## src/rtl/ex_mem_stage_if.sv

```systemverilog
// EX/MEM stage bus: ID/EX-side inputs, stall back-pressure and registered outputs toward MEM.
interface ex_mem_stage_if;
    logic        flush_in;
    logic        BR_En_in;
    logic        Mem_to_BR_in;
    logic        Branch_in;
    logic        MemW_in;
    logic        MemR_in;
    logic        RegDst_in;
    logic        ALUSrc_in;
    logic [2:0]  AluOp_in;
    logic [31:0] PC_Plus4_in;
    logic [31:0] Dato1_in;
    logic [31:0] Dato2_in;
    logic [31:0] SignExt_in;
    logic [4:0]  Rt_in;
    logic [4:0]  Rd_in;
    logic [5:0]  Funct_in;
    logic        stall_out;
    logic        BR_En_out;
    logic        Mem_to_BR_out;
    logic        Branch_out;
    logic        MemW_out;
    logic        MemR_out;
    logic [31:0] AluResult_out;
    logic        Zero_out;
    logic [31:0] StoreData_out;
    logic [31:0] BranchTarget_out;
    logic [4:0]  WriteReg_out;

    modport master (
        output flush_in, BR_En_in, Mem_to_BR_in, Branch_in, MemW_in, MemR_in,
               RegDst_in, ALUSrc_in, AluOp_in, PC_Plus4_in, Dato1_in, Dato2_in,
               SignExt_in, Rt_in, Rd_in, Funct_in,
        input  stall_out, BR_En_out, Mem_to_BR_out, Branch_out, MemW_out, MemR_out,
               AluResult_out, Zero_out, StoreData_out, BranchTarget_out, WriteReg_out
    );

    modport slave (
        input  flush_in, BR_En_in, Mem_to_BR_in, Branch_in, MemW_in, MemR_in,
               RegDst_in, ALUSrc_in, AluOp_in, PC_Plus4_in, Dato1_in, Dato2_in,
               SignExt_in, Rt_in, Rd_in, Funct_in,
        output stall_out, BR_En_out, Mem_to_BR_out, Branch_out, MemW_out, MemR_out,
               AluResult_out, Zero_out, StoreData_out, BranchTarget_out, WriteReg_out
    );
endinterface

```

## src/rtl/ex_mem_stage.sv

```systemverilog
// Execute stage + EX/MEM register with an iterative shift-add multiplier that stalls the front end.
module ex_mem_stage (
    input logic          clk,
    input logic          reset,
    ex_mem_stage_if.slave bus
);
    typedef enum logic [1:0] {S_IDLE, S_BUSY, S_DONE} state_t;

    typedef struct packed {
        logic        br_en;
        logic        mem_to_br;
        logic        branch;
        logic        memw;
        logic        memr;
        logic [31:0] alu_result;
        logic        zero;
        logic [31:0] store_data;
        logic [31:0] branch_target;
        logic [4:0]  write_reg;
    } ex_mem_t;

    localparam logic [5:0] FN_ADD = 6'b100000;
    localparam logic [5:0] FN_SUB = 6'b100010;
    localparam logic [5:0] FN_AND = 6'b100100;
    localparam logic [5:0] FN_OR  = 6'b100101;
    localparam logic [5:0] FN_NOR = 6'b100111;
    localparam logic [5:0] FN_SLT = 6'b101010;
    localparam logic [5:0] FN_MUL = 6'b011000;

    state_t      state_q, state_d;
    logic [4:0]  cnt_q, cnt_d;
    logic [31:0] mcand_q, mcand_d;
    logic [31:0] mplier_q, mplier_d;
    logic [31:0] acc_q, acc_d;
    ex_mem_t     ex_mem_q, ex_mem_d;

    logic [31:0] op_a, op_b, alu_result, result_sel;
    logic        mul_present, stall;

    // ALU: operand selection and combinational result for the current instruction
    always_comb begin
        op_a        = bus.Dato1_in;
        op_b        = bus.ALUSrc_in ? bus.SignExt_in : bus.Dato2_in;
        mul_present = (bus.AluOp_in == 3'b010) && (bus.Funct_in == FN_MUL);
        alu_result  = '0;
        case (bus.AluOp_in)
            3'b000: alu_result = op_a + op_b;
            3'b001: alu_result = op_a - op_b;
            3'b010: begin
                case (bus.Funct_in)
                    FN_ADD:  alu_result = op_a + op_b;
                    FN_SUB:  alu_result = op_a - op_b;
                    FN_AND:  alu_result = op_a & op_b;
                    FN_OR:   alu_result = op_a | op_b;
                    FN_NOR:  alu_result = ~(op_a | op_b);
                    FN_SLT:  alu_result = ($signed(op_a) < $signed(op_b)) ? 32'd1 : 32'd0;
                    default: alu_result = '0;
                endcase
            end
            3'b011:  alu_result = op_a & op_b;
            3'b100:  alu_result = op_a | op_b;
            3'b101:  alu_result = ($signed(op_a) < $signed(op_b)) ? 32'd1 : 32'd0;
            default: alu_result = op_a + op_b;
        endcase
    end

    // Multiplier FSM next-state: latch operands in IDLE, one shift-add step per BUSY cycle
    always_comb begin
        state_d  = state_q;
        cnt_d    = cnt_q;
        mcand_d  = mcand_q;
        mplier_d = mplier_q;
        acc_d    = acc_q;
        stall    = 1'b0;
        case (state_q)
            S_IDLE: begin
                if (mul_present) begin
                    stall    = 1'b1;
                    state_d  = S_BUSY;
                    mcand_d  = op_a;
                    mplier_d = op_b;
                    acc_d    = '0;
                    cnt_d    = '0;
                end
            end
            S_BUSY: begin
                stall    = 1'b1;
                if (mplier_q[0]) begin
                    acc_d = acc_q + mcand_q;
                end
                mcand_d  = mcand_q << 1;
                mplier_d = mplier_q >> 1;
                cnt_d    = cnt_q + 5'd1;
                if (cnt_q == 5'd31) begin
                    state_d = S_DONE;
                end
            end
            S_DONE: begin
                // held mul is still at the input here; it must not restart
                state_d = S_IDLE;
            end
            default: state_d = S_IDLE;
        endcase
        if (reset) begin
            stall = 1'b0;
        end
        if (bus.flush_in) begin
            state_d = S_IDLE;
            cnt_d   = '0;
        end
    end

    // EX/MEM next value: bubble under stall or flush, mul result in DONE, ALU result otherwise
    always_comb begin
        result_sel              = (state_q == S_DONE) ? acc_q : alu_result;
        ex_mem_d.br_en          = bus.BR_En_in;
        ex_mem_d.mem_to_br      = bus.Mem_to_BR_in;
        ex_mem_d.branch         = bus.Branch_in;
        ex_mem_d.memw           = bus.MemW_in;
        ex_mem_d.memr           = bus.MemR_in;
        ex_mem_d.alu_result     = result_sel;
        ex_mem_d.zero           = (result_sel == '0);
        ex_mem_d.store_data     = bus.Dato2_in;
        ex_mem_d.branch_target  = bus.PC_Plus4_in + (bus.SignExt_in << 2);
        ex_mem_d.write_reg      = bus.RegDst_in ? bus.Rd_in : bus.Rt_in;
        if (stall || bus.flush_in) begin
            ex_mem_d = '0;
        end
    end

    // State, multiplier datapath and EX/MEM registers with synchronous reset
    always_ff @(posedge clk) begin
        if (reset) begin
            state_q  <= S_IDLE;
            cnt_q    <= '0;
            mcand_q  <= '0;
            mplier_q <= '0;
            acc_q    <= '0;
            ex_mem_q <= '0;
        end else begin
            state_q  <= state_d;
            cnt_q    <= cnt_d;
            mcand_q  <= mcand_d;
            mplier_q <= mplier_d;
            acc_q    <= acc_d;
            ex_mem_q <= ex_mem_d;
        end
    end

    assign bus.stall_out        = stall;
    assign bus.BR_En_out        = ex_mem_q.br_en;
    assign bus.Mem_to_BR_out    = ex_mem_q.mem_to_br;
    assign bus.Branch_out       = ex_mem_q.branch;
    assign bus.MemW_out         = ex_mem_q.memw;
    assign bus.MemR_out         = ex_mem_q.memr;
    assign bus.AluResult_out    = ex_mem_q.alu_result;
    assign bus.Zero_out         = ex_mem_q.zero;
    assign bus.StoreData_out    = ex_mem_q.store_data;
    assign bus.BranchTarget_out = ex_mem_q.branch_target;
    assign bus.WriteReg_out     = ex_mem_q.write_reg;
endmodule

```

## src/flat_wrapper.sv

```systemverilog
// flat-port wrapper written by rule: the top's interface ports become plain ports
module ex_mem_stage_flat 
  (clk, reset, bus_flush_in, bus_BR_En_in, bus_Mem_to_BR_in, bus_Branch_in, bus_MemW_in, bus_MemR_in, bus_RegDst_in, bus_ALUSrc_in, bus_AluOp_in, bus_PC_Plus4_in, bus_Dato1_in, bus_Dato2_in, bus_SignExt_in, bus_Rt_in, bus_Rd_in, bus_Funct_in, bus_stall_out, bus_BR_En_out, bus_Mem_to_BR_out, bus_Branch_out, bus_MemW_out, bus_MemR_out, bus_AluResult_out, bus_Zero_out, bus_StoreData_out, bus_BranchTarget_out, bus_WriteReg_out);
  ex_mem_stage_if bus_i ();
  input logic clk;
  input logic reset;
  input wire logic [$bits(bus_i.flush_in)-1:0] bus_flush_in;
  input wire logic [$bits(bus_i.BR_En_in)-1:0] bus_BR_En_in;
  input wire logic [$bits(bus_i.Mem_to_BR_in)-1:0] bus_Mem_to_BR_in;
  input wire logic [$bits(bus_i.Branch_in)-1:0] bus_Branch_in;
  input wire logic [$bits(bus_i.MemW_in)-1:0] bus_MemW_in;
  input wire logic [$bits(bus_i.MemR_in)-1:0] bus_MemR_in;
  input wire logic [$bits(bus_i.RegDst_in)-1:0] bus_RegDst_in;
  input wire logic [$bits(bus_i.ALUSrc_in)-1:0] bus_ALUSrc_in;
  input wire logic [$bits(bus_i.AluOp_in)-1:0] bus_AluOp_in;
  input wire logic [$bits(bus_i.PC_Plus4_in)-1:0] bus_PC_Plus4_in;
  input wire logic [$bits(bus_i.Dato1_in)-1:0] bus_Dato1_in;
  input wire logic [$bits(bus_i.Dato2_in)-1:0] bus_Dato2_in;
  input wire logic [$bits(bus_i.SignExt_in)-1:0] bus_SignExt_in;
  input wire logic [$bits(bus_i.Rt_in)-1:0] bus_Rt_in;
  input wire logic [$bits(bus_i.Rd_in)-1:0] bus_Rd_in;
  input wire logic [$bits(bus_i.Funct_in)-1:0] bus_Funct_in;
  output wire logic [$bits(bus_i.stall_out)-1:0] bus_stall_out;
  output wire logic [$bits(bus_i.BR_En_out)-1:0] bus_BR_En_out;
  output wire logic [$bits(bus_i.Mem_to_BR_out)-1:0] bus_Mem_to_BR_out;
  output wire logic [$bits(bus_i.Branch_out)-1:0] bus_Branch_out;
  output wire logic [$bits(bus_i.MemW_out)-1:0] bus_MemW_out;
  output wire logic [$bits(bus_i.MemR_out)-1:0] bus_MemR_out;
  output wire logic [$bits(bus_i.AluResult_out)-1:0] bus_AluResult_out;
  output wire logic [$bits(bus_i.Zero_out)-1:0] bus_Zero_out;
  output wire logic [$bits(bus_i.StoreData_out)-1:0] bus_StoreData_out;
  output wire logic [$bits(bus_i.BranchTarget_out)-1:0] bus_BranchTarget_out;
  output wire logic [$bits(bus_i.WriteReg_out)-1:0] bus_WriteReg_out;
  assign bus_i.flush_in = bus_flush_in;
  assign bus_i.BR_En_in = bus_BR_En_in;
  assign bus_i.Mem_to_BR_in = bus_Mem_to_BR_in;
  assign bus_i.Branch_in = bus_Branch_in;
  assign bus_i.MemW_in = bus_MemW_in;
  assign bus_i.MemR_in = bus_MemR_in;
  assign bus_i.RegDst_in = bus_RegDst_in;
  assign bus_i.ALUSrc_in = bus_ALUSrc_in;
  assign bus_i.AluOp_in = bus_AluOp_in;
  assign bus_i.PC_Plus4_in = bus_PC_Plus4_in;
  assign bus_i.Dato1_in = bus_Dato1_in;
  assign bus_i.Dato2_in = bus_Dato2_in;
  assign bus_i.SignExt_in = bus_SignExt_in;
  assign bus_i.Rt_in = bus_Rt_in;
  assign bus_i.Rd_in = bus_Rd_in;
  assign bus_i.Funct_in = bus_Funct_in;
  assign bus_stall_out = bus_i.stall_out;
  assign bus_BR_En_out = bus_i.BR_En_out;
  assign bus_Mem_to_BR_out = bus_i.Mem_to_BR_out;
  assign bus_Branch_out = bus_i.Branch_out;
  assign bus_MemW_out = bus_i.MemW_out;
  assign bus_MemR_out = bus_i.MemR_out;
  assign bus_AluResult_out = bus_i.AluResult_out;
  assign bus_Zero_out = bus_i.Zero_out;
  assign bus_StoreData_out = bus_i.StoreData_out;
  assign bus_BranchTarget_out = bus_i.BranchTarget_out;
  assign bus_WriteReg_out = bus_i.WriteReg_out;
  ex_mem_stage u_core (.clk(clk), .reset(reset), .bus(bus_i));
endmodule
```

## config.mk

```make
export PLATFORM = sky130hd
export DESIGN_NAME = ex_mem_stage_flat
export DESIGN_NICKNAME = d
export VERILOG_FILES = /design/src/rtl/ex_mem_stage_if.sv /design/src/rtl/ex_mem_stage.sv /design/src/flat_wrapper.sv
export SDC_FILE = /design/constraint.sdc
export NUM_CORES = 1
export LEC_CHECK = 0
export BUFFER_PORTS_ARGS = -buffer_cell sky130_fd_sc_hd__buf_2
export CAP_MARGIN = 30
export CORE_MARGIN = 2
export CORE_UTILIZATION = 63
export DETAILED_ROUTE_END_ITERATION = 12
export PLACE_DENSITY = 0.87
export SETUP_SLACK_MARGIN = 0.15
export SYNTH_ARGS = -nofsm -noshare
export SYNTH_HDL_FRONTEND = slang
export SYNTH_SLANG_ARGS = --single-unit
```

## constraint.sdc

```tcl
create_clock -name clk -period 11.4 [get_ports clk]
set_clock_uncertainty 0.05 [all_clocks]
set_input_delay 2.28 -clock clk [delete_from_list [all_inputs] [get_ports clk]]
set_output_delay 2.28 -clock clk [all_outputs]
set_load 0.1 [all_outputs]
```

# Word level (Yosys, flattened, before mapping)
# Index checks and enable logic that the tools add are counted.
# totals
output_inout_bits	108
reg_bits	210
wordCells	73
in_bits	157
# op_classes
order_cmp	1
addsub	5
n_bitwise	3
muxes	21
n_reduce_logical	10
eq_ne	18
# ops
cell	count
$mux 32	6
$pmux 32 s2	3
$pmux 32 s6	1
$pmux 32 s5	1
$add 32x32->32	3
$eq 6x6->1 const B	6
$and 32x32->32	1
$logic_not 32->1	1
$lt 32x32->1	1
$not 32->32	1
$or 32x32->32	1
$sub 32x32->32	1
$mux 5	2
$pmux 5 s2	1
$eq 3x2->1 const B	2
$eq 3x3->1 const B	2
$eq 6x5->1 const B	1
$ne 2x1->1 const B	3
$add 5x1->5 const B	1
$eq 5x5->1 const B	1
$mux 2	2
$pmux 2 s2	1
$reduce_and 2->1	2
$reduce_or 2->1	2
other kinds (10)	12

# Logic depth before layout (Yosys ltp)
# logic_depth
ltp_word	7
mapped_depth	18
depth_no_buf	16

# Least setup slack after synthesis
# No wires, ideal clock.
# synth_path
path_type	input port to output port
startpoint	in bus_AluOp_in[0]
endpoint	out bus_stall_out
required_time_ns	9.070
arrival_time_ns	4.746
path_slack_ns	4.324
path_buffers	2
stages	7
path_cell_list	buf_2 -> nor3b_1 -> nand2_1 -> nor3b_1 -> nor2_1 -> clkbuf_1 -> nor2_1
# synth_between
elab_chain_cells	5
# synth_rtl
item	line_no	text
start: declaration	flat_wrapper.sv:15	input wire logic [$bits(bus_i.AluOp_in)-1:0] bus_AluOp_in;
$eq 3x2->1	ex_mem_stage.sv:44	mul_present = (bus.AluOp_in == 3'b010) && (bus.Funct_in == FN_MUL);
$logic_and 1x1->1	ex_mem_stage.sv:44	
$mux 1	ex_mem_stage.sv:77	if (mul_present) begin
$pmux 1 s2	ex_mem_stage.sv:75	case (state_q)
$mux 1	ex_mem_stage.sv:104	if (reset) begin
end: declaration	flat_wrapper.sv:23	output wire logic [$bits(bus_i.stall_out)-1:0] bus_stall_out;
# No other way between the ends.

# Worst setup path after layout
# Ends and elaborated chain as after synthesis.

==> key figures <==
Critical path
  – Crit path kind: primary input to output pin
  – CP Data Required Time: 9070 ps
  – Crit path cell chain: buf_2 -> nor3b_1 -> nand2_1 -> nor3b_2 -> nor2_4 -> buf_4 -> nor2_1 -> buf_2
  – Worst Setup Start Kind: primary input
  – Crit-path most repeated cell: buf_2
  – Slowest-stage cell, CP: nor3b_1
  – Crit-path leading delay family: simple AND/OR/NAND/NOR gates
  – CP Max Fanout: 56
  – Buffers and inverters on the worst path: 3
  – CP max stage delay: between 600 and 700 ps
  – WP data arrival: 4710 ps
  – CP endpoint kind: output pin

Pwr
  – Pwr Density: around 120 nW/um^2
  – Total power: 2.40 mW
  – Max VDD drop: roughly 0.12 mV
  – Leakage: 8.85 nW

Finish
  – Final non-filler cell total: approximately 2.8k
  – Layout cells sized above 1: roughly 17%
  – Nets: approximately 2.7k
  – Util after Layout: between 70% and 80%
  – Area Overhead vs Synth: 13.1%

GRT
  – Initial antenna violation count: 3
  – First-pass GRT wire length: 92800 um
  – Global-route track usage on met3: approximately a tenth
  – Met1 usage: a little over half
  – GRT overflow: 0
  – Vias in the first global route: between 15k and 20k
  – Largest net degree at the start of global routing: 82
  – Grt met2 use: between 60% and 70%
  – Grt peak-use layer: met2
  – Total Routing Usage GR: between 40% and 50%

Logic synthesis
  – Async set or reset register ratio after synthesis: 0%
  – Synth top area share: between 20% and 30%
  – Syn Inst Count: ~2.2k
  – Mapped Area: between 15000 and 20000 um^2
  – Count leader, synth: a21oi_1
  – Most used DFF post-synth: dfxtp_1
  – Post-Syn Area per Cell: around 7.8 um^2
  – Register area share after synthesis: between 20% and 30%
  – Synth cell count leaders: a21oi_1, dfxtp_1, nor2_1, ha_1, nand2_1
  – Yosys top cell by area: dfxtp_1
  – Synthesis warning total: 0
  – Synth cell types: roughly 110
  – Syn_nets: 2547
  – Yosys reg bits: 210
  – Ranking of synthesized cells by area: dfxtp_1, ha_1, a21oi_1, nor2_1, nand2_1
  – Number of enable flip-flop cells after synthesis: 0

Hold path
  – Hold WC Path Type: register to register

Clocking
  – Htree depth: 1
  – CTS tree: built
  – # Post-CTS Setup Buffers: 0
  – CTS resizes: 0
  – Clock transition at the registers of the reported paths: roughly 60 ps
  – Num CTS Buffers: 24
  – Sink Count: 210
  – Root buffer cell: clkbuf_16
  – Later-pin clock latency in the skew report: 540 ps
  – Clk buf depth: 3
  – Hold buffers post-CTS: 0

Die
  – IO Count: 265
  – Die ar.: about 29000 um^2
  – Initial Util: 64.0%
  – Site row count: 60
  – Die Ht: roughly 170 um
  – Chip Width: between 150 and 200 um
  – Core region area: 26900 um^2

Routing
  – DRC violations left: 0
  – First-pass DRT Iterations: 9
  – Antenna Nets Post-Route: 0
  – WL final: 62200 um
  – WL/cell: approximately 23 um
  – Vias: 18.3k
  – DR iter-0 viols: about 2.2k
  – Vias per cell: ~6.6

Placement
  – Post-DP HPWL: ~46000 um
  – # port buffers: roughly 260
  – Placed cell count: between 2k and 3k
  – DP Worst Slack: 4200 ps
  – GPL Wtd Cong: ~1.0

Flow run
  – Max-capacitance violation count: 0

Timing
  – Setup TNS: 0 ps
  – Worst Max-Slew Pin Slew: around 1200 ps
  – Final period util: 61.7%
  – Crit path time final: between 7000 and 8000 ps
  – Final slew viol count: 0
  – RSZ-0062 raised after global routing: no
  – Fmax: ~0.14 GHz
  – Slew headroom: 19.3%
  – PnR worst setup slack: 4360 ps
  – Final setup violation count: 0
  – Hold Violations, Final: 0

Status
  – Status: finished clean
-- worst min-delay path: cells and delay by family, from the launching register on --
kind,cells,cell delay [ps]
AOI/OAI and AO/OA,1,50
and+or+nand+nor,1,50
DFF,1,310
-- power breakdown --
group,internal (mW),switching (mW),leakage [nW]
Sequential,0.757,0.00601,1.71
Clock,0.473,0.320,0.408
Combinational,0.259,0.589,6.74
-- per-stage QoR --
stage | hold slack [ps] | area (um^2)
2_1_floorplan | 387 | 17200
3_3_place_gp | 392 | 18600
3_5_place_dp | 397 | 18600
4_1_cts | 405 | 19500
5_1_grt | 420 | 19500
6_report | 404 | 19500
-- layer usage --
layer	wire (um)	share of wire [%]
met5	0	0
met1	24400	39
met3	7630	12
met4	2980	4.8
met2	27200	44
-- cells in the final DEF (no fill, tap or decap), types with 16 or more instances in the layout --
cell and count:
buf_2 263, a21oi_1 231, dfxtp_1 210, nor2_1 206, ha_1 178, nand2_1 164, inv_1 122, o21ai_0 102
a22oi_1 74, and2_1 62, xnor2_1 62, a21o_1 57, nand3_1 42, nor3_1 36, mux2_2 33, a211oi_1 33
a31oi_1 32, xor2_1 28, nor2b_1 28, clkbuf_16 25, mux2i_1 24, o21bai_1 23, nand2b_1 22, o211ai_1 22
and3_1 20, buf_4 16
-- sequential cells by signal, summed over array words and instances, names as in the netlist --
register	count
u_core.bus.Branch_out	1
u_core.mcand_q	32
u_core.bus.BranchTarget_out	32
u_core.bus.WriteReg_out	5
u_core.bus.Mem_to_BR_out	1
u_core.bus.MemR_out	1
u_core.acc_q	32
u_core.bus.AluResult_out	32
u_core.cnt_q	5
u_core.mplier_q	32
u_core.bus.MemW_out	1
u_core.bus.Zero_out	1
u_core.state_q	2
u_core.bus.StoreData_out	32
u_core.bus.BR_En_out	1
-- cell type report --
| cell class | instances | area [um^2] |
|---|---|---|
| well taps | 341 | 427 |
| inverters | 126 | 473 |
| clock inverters | 7 | 60.1 |
| repair buffers | 279 | 1440 |
| clock buffers | 37 | 751 |
| flip-flops and latches | 210 | 4200 |
| diodes | 2 | 5.00 |
| fillers | 2137 | 7420 |
| multi-input cells | 1755 | 12100 |
-- logic make-up after synthesis --
kind of cell / Yosys count / share of synthesized area, %
AOI/OAI and AO/OA: 752 / 29.2
and+or+nand+nor: 673 / 19.3
buffers and inverters: 243 / 5.46
DFF: 210 / 24.4
adders and majority gates: 182 / 13.4
xor gates and xnor gates: 90 / 4.58
muxes: 58 / 3.62
-- path summary, 6_finish.rpt --
kind | from | end | slack, ps | depth (start not counted)
setup reg to reg | u_core.acc_q[1]$_SDFFE_PP0P_ | u_core.acc_q[31]$_SDFFE_PP0P_ | 7360 | 13
setup / recovery | bus_AluOp_in[0] | bus_stall_out | 4360 | 8
hold reg to reg | u_core.mplier_q[10]$_SDFFE_PP0P_ | u_core.mplier_q[10]$_SDFFE_PP0P_ | 400 | 2
hold / removal | u_core.mplier_q[10]$_SDFFE_PP0P_ | u_core.mplier_q[10]$_SDFFE_PP0P_ | 400 | 2
Note: power is estimated with default switching activity, not from simulation.
